### src/rtl/dual_diagonal_backsub_stream.sv
// Streaming dual-diagonal back-substitution for LDPC parity generation.
// Each block is a running XOR: p[0] = seed ^ s[0], p[k] = p[k-1] ^ s[k].
// Runtime block length and seed are sampled on the first word of a block.
// Ready/valid on both sides, with a single output register and no skid buffer.
module dual_diagonal_backsub_stream #(
    parameter  int WIDTH     = 16,
    parameter  int MAX_WORDS = 64,
    localparam int CNT_W     = $clog2(MAX_WORDS + 1)
) (
    input  logic             i_clock,
    input  logic             i_reset,
    input  logic [CNT_W-1:0] i_num_words,
    input  logic [WIDTH-1:0] i_seed,
    input  logic [WIDTH-1:0] i_in_data,
    input  logic             i_in_valid,
    output logic             o_in_ready,
    output logic [WIDTH-1:0] o_out_data,
    output logic             o_out_valid,
    output logic             o_out_last,
    input  logic             i_out_ready,
    output logic             o_busy,
    output logic             o_err_len
);

    localparam logic [CNT_W-1:0] LP_MAX = CNT_W'(MAX_WORDS);
    localparam logic [CNT_W-1:0] LP_ONE = CNT_W'(1);

    // Architectural state
    logic [WIDTH-1:0] r_acc;
    logic [CNT_W-1:0] r_cnt;
    logic [CNT_W-1:0] r_len;
    logic [WIDTH-1:0] r_out_data;
    logic             r_out_valid;
    logic             r_out_last;
    logic             r_err_len;

    // Per-word decode
    logic             w_in_ready;
    logic             w_accept;
    logic             w_first;
    logic             w_len_bad;
    logic [CNT_W-1:0] w_len_eff;
    logic [WIDTH-1:0] w_prev;
    logic [WIDTH-1:0] w_parity;
    logic             w_is_last;

    // The output register can take a new word when it is empty or being drained
    // this cycle; the input side never looks at i_in_valid here.
    assign w_in_ready = ~i_reset & (~r_out_valid | i_out_ready);
    assign w_accept   = i_in_valid & w_in_ready;

    // Block start is simply "counter at zero"; length and seed come straight
    // from the ports on that word, and from the latched copy afterwards.
    assign w_first   = (r_cnt == '0);
    assign w_len_bad = (i_num_words == '0) || (i_num_words > LP_MAX);

    // Effective length for this word: fresh sample at block start, latched otherwise
    always_comb begin
        w_len_eff = r_len;
        if (w_first) begin
            w_len_eff = w_len_bad ? LP_MAX : i_num_words;
        end
    end

    assign w_prev    = w_first ? i_seed : r_acc;
    assign w_parity  = w_prev ^ i_in_data;
    assign w_is_last = (r_cnt == (w_len_eff - LP_ONE));

    // Accumulator, word counter and latched length advance on every accept
    always_ff @(posedge i_clock) begin
        if (i_reset) begin
            r_acc <= '0;
            r_cnt <= '0;
            r_len <= '0;
        end else if (w_accept) begin
            r_acc <= w_parity;
            if (w_first) begin
                r_len <= w_len_eff;
            end
            if (w_is_last) begin
                r_cnt <= '0;
            end else begin
                r_cnt <= r_cnt + LP_ONE;
            end
        end
    end

    // Output register: load on accept, drop valid when drained without refill
    always_ff @(posedge i_clock) begin
        if (i_reset) begin
            r_out_data  <= '0;
            r_out_valid <= 1'b0;
            r_out_last  <= 1'b0;
        end else if (w_accept) begin
            r_out_data  <= w_parity;
            r_out_valid <= 1'b1;
            r_out_last  <= w_is_last;
        end else if (r_out_valid && i_out_ready) begin
            r_out_valid <= 1'b0;
            r_out_last  <= 1'b0;
        end
    end

    // Sticky length error, set when an illegal length is sampled at block start
    always_ff @(posedge i_clock) begin
        if (i_reset) begin
            r_err_len <= 1'b0;
        end else if (w_accept && w_first && w_len_bad) begin
            r_err_len <= 1'b1;
        end
    end

    assign o_in_ready  = w_in_ready;
    assign o_out_data  = r_out_data;
    assign o_out_valid = r_out_valid;
    assign o_out_last  = r_out_last;
    assign o_busy      = (r_cnt != '0);
    assign o_err_len   = r_err_len;

endmodule

### config.mk
export PLATFORM = sky130hd
export DESIGN_NAME = dual_diagonal_backsub_stream
export DESIGN_NICKNAME = d
export VERILOG_FILES = /design/src/rtl/dual_diagonal_backsub_stream.sv
export SDC_FILE = /design/constraint.sdc
export NUM_CORES = 1
export LEC_CHECK = 0
export CAP_MARGIN = 20
export CORE_ASPECT_RATIO = 1.4
export CORE_MARGIN = 4
export CORE_UTILIZATION = 47
export DETAILED_ROUTE_END_ITERATION = 8
export PLACE_DENSITY = 0.8
export SETUP_SLACK_MARGIN = 0.5
export SYNTH_ARGS = -nofsm -noshare
export SYNTH_HDL_FRONTEND = slang
export SYNTH_SLANG_ARGS = --single-unit
### constraint.sdc
create_clock -name i_clock -period 4.1 [get_ports i_clock]
set_clock_uncertainty 0.2 [all_clocks]
set_input_delay 0.615 -clock i_clock [delete_from_list [all_inputs] [get_ports i_clock]]
set_output_delay 0.615 -clock i_clock [all_outputs]
set_load 0.005 [all_outputs]
== Word-level counts from Yosys, hierarchy flattened ==
Cells that the tools add are included.
Cells by class
  reduce and logical (&&, ||, !) cells: 9
  add/sub/neg operators: 2
  bitwise operators: 6
  order comparisons: 1
  equality and inequality tests: 1
  muxes and demuxes: 7
Operators with widths (count)
  2-to-1 mux 7 bit: 3
  2-to-1 mux 16 bit: 1
  bitwise XOR 16 bit: 1
  logical NOT 7 bit: 2
  adder 7 x 1 -> 7 bit, second input constant: 1
  equality test 7 bit: 1
  greater-than comparator 7 bit, second input constant: 1
  nonzero test 7 bit: 1
  subtractor 7 x 1 -> 7 bit, second input constant: 1
  logical AND 1 bit: 3
  2-to-1 mux 1 bit: 3
  AND 1 bit: 2
  inverter 1 bit: 2
  AND reduction 2 bit: 1
  nonzero test 2 bit: 1
  logical OR 1 bit: 1
  bitwise OR 1 bit: 1
Word-level totals
  register bits after elaboration: 33
  output and inout port bits: 21
  input bits: 43

== Depth between registers and ports, before layout ==
Gate-level depths: netlist of the first run.
  depth in word-level cells: 7
  mapped depth: 18
  mapped depth without buffers: 15

== Worst setup path before layout of the first run ==
Ideal clock, no wire load.
  path type: reg2reg
  start point: register r_cnt[3]
  end point: register r_cnt[5]
  arrival: 3.115 ns
  data required time: 3.769 ns
  library setup time: 0.131 ns
  cell stages (with the launch flop): 17
  setup slack: 0.654 ns
  cells stage by stage: dfxtp_1 > buf_6 > or4_4 > buf_6 > nor2_8 > inv_2 > clkbuf_1 > nor3b_1 > a21oi_1 > ha_1 > nand2b_1 > or4b_1 > a31oi_1 > o21ai_1 > buf_4 > nand3_1 > a31oi_1
On the way
  cells in the longest elaborated chain, start to end: 5
  elaborated cells on any way between the ends: 6
  classes of those cells: add/sub: 2; eq/ne: 1; mux: 2; reduce/logical: 1
Ends and longest elaborated chain
  from (decl): RTL line 30  | logic [CNT_W-1:0] r_cnt;
  from (signal assigned): RTL line 83  | r_cnt <= r_cnt + LP_ONE;
  logical NOT 7 bit: RTL line 54  | assign w_first = (r_cnt == '0);
  2-to-1 mux 7 bit: RTL line 60  | if (w_first) begin
  subtractor 7 x 1 -> 7 bit: RTL line 67  | assign w_is_last = (r_cnt == (w_len_eff - LP_ONE));
  equality test 7 bit: RTL line 67
  2-to-1 mux 7 bit (*): RTL line 80  | if (w_is_last) begin
Mark *: on every way between the ends. The rest lies on a longest branch, timed or not.
A chain may end at the register's enable or synchronous reset.

== Worst setup path after layout of the first run ==
  start point: register r_cnt[5]
  end point: register r_cnt[6]
The elaborated chain is that of the path after synthesis.

==> impl_metrics.csv, run 1 <==
group,metric,value,unit
critical_path,crit_path_end,"r_cnt[6]",
synth,syn_nets,344,
critical_path,cp_slowest_cell,"or4_4",
floorplan,pin_count,64,
critical_path,reg2regPathDepth,12,
critical_path,timing.rr.end,"r_cnt[6]",
global_route,grt_max_degree,23,
floorplan,fp-row-count,28,
routing,vias,2384,
place,pre_cts_ws,0.6391,ns
critical_path,critPathLaunch,"r_cnt[5]",
power,leakagePower,1.057,nW
final_layout,nets,401,
routing,first_iter_violations,220,
synth,syn_area,2137,sq um
place,dp_hpwl,4335,um
critical_path,slowest_delay,0.63,ns
synth,netlist_top_cells_area,"dfxtp_1 31%, nand2_1 9.8%, o21ai_0 8.0%, a22o_1 6.6%, nand3_1 5.9%",
timing,tns,0,ns
floorplan,fp.dieW,64.99,um
critical_path,critPathMaxFanout,13,
place,place_inst,408,
hold_path,hp-class,"reg -> reg",
place,postPlaceCellArea,2791,sq um
timing,slew_viol_final,0,
critical_path,cp_data_required_time,4.09,ns
clock_tree,htreeDepth,2,
global_route,antenna_found_initial,0,
global_route,grt_pass1_wl,10170,um
critical_path,crit_chain,"or4_4 > nor2_8 > inv_2 > nor3b_1 > a21oi_1 > ha_1 > nand2b_1 > or4b_1 > a31oi_1 > o21ai_2 > nand3_1 > a31oi_1",
synth,synth-seq-cells,33,
place,gp_congestion,0.8976,
power,power_frac_clock,33.3,%
routing,ant_nets,0,
flow_run,maxCapViolations,0,
timing,fmaxAchievable,298.4,MHz
critical_path,r2r-start,"r_cnt[5]",
global_route,grt.total_usage,22.50,%
floorplan,coreArea,4309,sq um
timing,setup_slack,0.7483,ns
clock_tree,post_cts_buffers,0,
power,switching_share,29.96,%
timing,slew_headroom,40.66,%
power,power_frac_comb,29.7,%
timing,hold_viol,0,
clock_tree,postCtsHoldBufs,0,
timing,fin_crit_sh,81.75,%
power,internal_power,0.6835,mW
synth,yosysMostFrequentCell,"nand2_1",
synth,yosysTopAreaCell,"dfxtp_1",
synth,avgSynthCellArea,7.171,sq um
clock_tree,numCtsBuffers,5,
clock_tree,cts.path.max_buffers,2,
synth,synth-edff-count,0,
clock_tree,clk_pin_slew,0.08,ns
synth,synth.distinct_cells,47,
global_route,grt.overflow.total,0,
clock_tree,clk_latency,0.30,ns
critical_path,startpoint_type,"register",
global_route,grt_pass1_vias,2339,
final_layout,finalNonFillerCells,416,
critical_path,crit_arrival,3.34,ns
power,switchingPower,0.2923,mW
synth,yosys_most_used_dff,"dfxtp_1",
routing,viasPerCell,5.731,
timing,rsz0062_at_grt,"false",
power,max-vdd-ir-drop,0.0001722,V
routing,drc_errors,0,
synth,ys_seq_area_share,30.91,%
synth,yosysWarnings,0,
run_status,status,"completed",
routing,totalWireLength,6078,um
final_layout,drive_above_1_share,5.899,%
floorplan,dieArea,5705,sq um
synth,synth_top_area_share,30.91,%
critical_path,r2r_slack,0.75,ns
critical_path,path_class,"reg -> reg",
final_layout,finalInstanceArea,2918,sq um
floorplan,dieHeight,87.79,um
synth,synth_cells,298,
critical_path,cpMostUsedCell,"a31oi_1",
clock_tree,cts_tree,"yes",
clock_tree,cts-root-buf,"clkbuf_8",
synth,synth.top_cells.by_count,"56 x nand2_1, 34 x o21ai_0, 33 x dfxtp_1",
routing,dr.pass1.iters,5,
floorplan,start_util,49.59,%
timing,worst_pin_slew,0.8819,ns
power,sequentialPowerShare,37.0,%
routing,wire_per_inst,14.61,um
timing,final-setup-viol-count,0,
power,total_power,0.9758,mW
critical_path,endpoint_kind,"register",
final_layout,area_growth,36.53,%
power,p_per_area,334.4,nW/um^2
final_layout,antenna_cells,0,
place,io_buffers,63,
synth,synth-async-reset-ratio,0,%
clock_tree,clock-sinks,33,
timing,finalCriticalPeriod,3.352,ns
-- state kept, by name (all words and copies together), names as in the netlist --
| register | cells |
|---|---|
| r_len | 7 |
| o_out_data | 16 |
| r_cnt | 7 |
| o_err_len | 1 |
| o_out_last | 1 |
| o_out_valid | 1 |
-- per-layer routing --
metal | up-vias | track usage (%) | part of all wire [%]
li1 | 1185 | - | -
met1 | 1096 | 25.81 | 41
met2 | 91 | 39.76 | 51
met3 | 12 | 6.418 | 6.5
met4 | 0 | 7.692 | 1.8
met5 | - | 0 | 0
-- final cells by class --
type | count | area [sq um]
Inverter | 5 | 18.77
Multi-Input combinational cell | 242 | 1379
Tap cell | 60 | 75.07
Timing Repair Buffer | 68 | 668.1
Clock buffer | 7 | 86.33
Sequential cell | 33 | 660.6
Clock inverter | 1 | 30.03
Fill cell | 385 | 1391
-- placed cells by master, fill, tap and decap left out, types with 2 or more instances in the layout --
cell,synthesis,routed
clkdlybuf4s50_1,0,63
nand2_1,56,56
o21ai_0,34,34
dfxtp_1,33,33
nand3_1,25,25
nor2_1,16,16
a22o_1,16,16
a21oi_1,15,15
nor3_1,10,10
nand2b_1,9,9
clkbuf_8,0,6
nor2b_1,5,5
buf_4,1,5
inv_1,4,4
nor4_1,4,4
a31oi_1,4,4
xnor2_1,4,4
xor2_1,3,3
or3_1,3,3
a211oi_1,3,3
o21ai_1,4,3
ha_1,3,3
nor3b_1,2,2
o22ai_1,2,2
a21boi_0,2,2
o31ai_1,2,2
and3_1,2,2
-- cell families (layout without fill, tap and decap cells) --
family | after synthesis | after routing | share of synthesized area (%)
AO/OA/AOI/OAI | 90 | 90 | 26.46
buffers and inverters | 23 | 81 | 5.035
adder cells (fa/ha/maj) | 3 | 3 | 1.757
AND/OR/NAND/NOR | 141 | 141 | 32.44
flip-flops | 33 | 33 | 30.91
multiplexers | 1 | 1 | 0.5269
XOR/XNOR | 7 | 7 | 2.869
-- how the worst min path moves through the flow --
stage / startpoint / end / cells past startpoint
2_1_floorplan: r_len[5] / r_len[5] / 2
3_3_place_gp: r_len[5] / r_len[5] / 2
3_5_place_dp: r_len[5] / r_len[5] / 2
4_1_cts: r_len[5] / r_len[5] / 2
6_report: r_len[5] / r_len[5] / 2
5_1_grt: r_len[5] / r_len[5] / 2
-- repair_timing --
item,CTS,global route
setup endpoints to repair,0,8
resized for setup,0,2
hold endpoints to repair,0,0
-- critical path, delay by kind of cell, from the launching register on --
kind                       cells  cell delay, ns
buffers and inverters          1            0.07
AOI/OAI and AO/OA              4            0.53
DFF                            1            0.44
and+or+nand+nor                6            1.73
adders and majority gates      1            0.27
-- per-stage QoR --
step	hold WS, ns	utilization [%]
2_1_floorplan	0.2338	-
5_1_grt	0.2959	67.71
3_5_place_dp	0.2643	64.78
4_1_cts	0.2744	67.48
3_3_place_gp	0.2443	64.78
6_report	0.2716	67.71
-- power by group through the flow --
stage          clock (mW)  combinational (mW)  sequential (mW)
4_1_cts             0.328               0.287            0.361
6_report            0.325               0.290            0.361
2_1_floorplan           0               0.166            0.364
3_5_place_dp            0               0.285            0.368
3_3_place_gp            0               0.282            0.367
5_1_grt             0.340               0.320            0.364
Power figures use the tool's default switching activity.
==> run 2: changes to the inputs <==
- CORE_UTILIZATION: 47 -> 43
- PLACE_DENSITY: 0.8 -> 0.77
- clock period: 4.1 -> 2.7 ns (I/O delays scaled with it)
==> impl_metrics.csv, run 2 (synthesized netlist as in run 1, its figures left out) <==
group,metric,value,unit
global_route,grt_max_degree,22,
global_route,grt_pass1_vias,2703,
final_layout,finalInstanceArea,3561,sq um
timing,slew_headroom,57.19,%
power,internal_power,1.164,mW
floorplan,dieHeight,91.42,um
timing,rsz0062_at_grt,"true",
hold_path,hold_depth,2,
critical_path,cp_data_required_time,2.68,ns
critical_path,r2r_slack,-0.37,ns
floorplan,dieArea,6178,sq um
power,total_power,1.734,mW
critical_path,startpoint_type,"register",
timing,finalCriticalPeriod,3.074,ns
global_route,antenna_found_initial,0,
final_layout,final_common_cell,"clkdlybuf4s50_1",
clock_tree,cts_tree,"yes",
final_layout,utilization,73.54,%
run_status,failed_checks,"negative setup slack",
timing,tns,-2.660,ns
power,p_per_area,487.0,nW/um^2
clock_tree,htreeDepth,2,
critical_path,r2r-start,"r_cnt[3]",
global_route,grt.total_usage,25.19,%
clock_tree,clk_latency,0.29,ns
final_layout,area_growth,66.63,%
power,switching_share,32.85,%
critical_path,reg2regPathDepth,12,
routing,top_layer,"met4",
timing,worst_pin_slew,0.6422,ns
power,switchingPower,0.5696,mW
critical_path,timing.rr.end,"r_cnt[0]",
place,dp_hpwl,4775,um
routing,dr.pass1.iters,5,
timing,final-setup-viol-count,8,
floorplan,coreArea,4842,sq um
timing,hold_ws,0.2545,ns
timing,fin_crit_sh,113.9,%
final_layout,n_fill_cell,348,
run_status,status,"complete, but fails checks",
critical_path,endpoint_kind,"register",
routing,ant_nets,0,
place,io_buffers,63,
final_layout,nets,440,
global_route,grt.overflow.total,0,
hold_path,min_from,"r_len[5]",
final_layout,layout_common_cells,"62 x clkdlybuf4s50_1, 38 x nand2_1, 34 x buf_4",
timing,hold_viol,0,
power,power_frac_comb,39.1,%
critical_path,crit_arrival,3.06,ns
clock_tree,clock-sinks,33,
floorplan,start_util,44.13,%
routing,totalWireLength,7740,um
timing,setup_slack,-0.3745,ns
power,power_frac_clock,29.1,%
global_route,grt_pass1_wl,12080,um
power,sequentialPowerShare,31.8,%
routing,vias,2707,
place,gp_congestion,0.9147,
power,leakagePower,1.391,nW
floorplan,fp-row-count,30,
floorplan,fp.dieW,67.58,um
clock_tree,clk_pin_slew,0.08,ns
hold_path,hp-class,"reg -> reg",
final_layout,largest_reg_flops,16,
place,postPlaceCellArea,3009,sq um
routing,wire_per_inst,16.86,um
floorplan,pin_count,64,
timing,slew_viol_final,0,
power,max-vdd-ir-drop,0.0002967,V
routing,met3WireLength,503,um
critical_path,critPathMaxFanout,6,
timing,fmaxAchievable,325.3,MHz
clock_tree,cts-root-buf,"clkbuf_8",
critical_path,path_class,"reg -> reg",
final_layout,antenna_cells,0,
clock_tree,cts.path.max_buffers,2,
hold_path,whs_endpoint,"r_len[5]",
flow_run,maxCapViolations,0,
routing,drc_errors,0,
routing,first_iter_violations,229,
routing,wl_met1,2794,um
final_layout,drive_above_1_share,27.59,%
routing,route.met2.wl,4103,um
routing,viasPerCell,5.898,
clock_tree,numCtsBuffers,5,
-- run 2: cell types whose count changed in the layout (fill, tap and decap cells not counted), moves of 8 or more --
cell	before	now
nand3_2	0	8
o21ai_1	3	16
o21ai_0	34	14
nand2_1	56	38
nand3_1	25	17
nand2_2	0	11
buf_4	5	34
-- run 2: worst max-delay path by stage --
stage | from | to | slack, ns
floorplan | r_cnt[3] | r_cnt[5] | -0.56
finish | r_cnt[3] | r_cnt[0] | -0.37
detailed placement | i_num_words[6] | r_cnt[4] | -0.48
global route | r_cnt[3] | r_cnt[0] | -0.47
global placement | i_num_words[6] | r_cnt[6] | -0.40
CTS | r_cnt[3] | r_cnt[6] | -0.32
-- run 2: cell type report --
cell class,instances,area [sq um],area share [%]
clock inverter,2,37.54,1.054
clock buffer,6,82.58,2.319
multi-input combinational,244,1664,46.73
tap,64,80.08,2.249
timing repair buffer,105,1013,28.46
sequential,33,661.9,18.59
inverter,5,21.27,0.5973
-- run 2: metal layers --
| layer | up-vias | GRT usage [%] |
|---|---|---|
| met1 | 1274 | 24.94 |
| li1 | 1276 | - |
| met2 | 122 | 45.33 |
| met3 | 35 | 7.054 |
| met4 | 0 | 13.03 |
| met5 | - | 0 |
-- run 2: what timing repair did --
action,in CTS,in global routing
buffers inserted,5,4
hold buffers,0,0
pin swaps,18,23
hold endpoints to repair,0,0
cloned,3,0
resized for setup,80,22
setup endpoints to repair,27,32
-- run 2: worst max-delay path, stage by stage, from the launching register on --
cell and delay (ns):
dfxtp_2 0.32, or4_4 0.58, nor2_8 0.12, inv_4 0.06
nor3b_4 0.17, a21oi_2 0.05, ha_2 0.22, nand2b_4 0.14
or4b_4 0.52, a31oi_4 0.24, o21ai_4 0.12, nand3_1 0.13
a21oi_1 0.08
-- run 2: power groups by stage --
| stage | logic (mW) | registers, mW | clock network (mW) |
|---|---|---|---|
| global route | 0.723 | 0.554 | 0.527 |
| floorplan | 0.262 | 0.553 | 0 |
| detailed placement | 0.490 | 0.553 | 0 |
| global placement | 0.480 | 0.553 | 0 |
| CTS | 0.628 | 0.548 | 0.506 |
| finish | 0.678 | 0.551 | 0.505 |
-- run 2: through the flow --
step	cells	worst slack, ns
global placement	439	-0.4033
finish	459	-0.3745
CTS	455	-0.3158
floorplan	298	-0.5601
detailed placement	439	-0.4774
global route	459	-0.4684
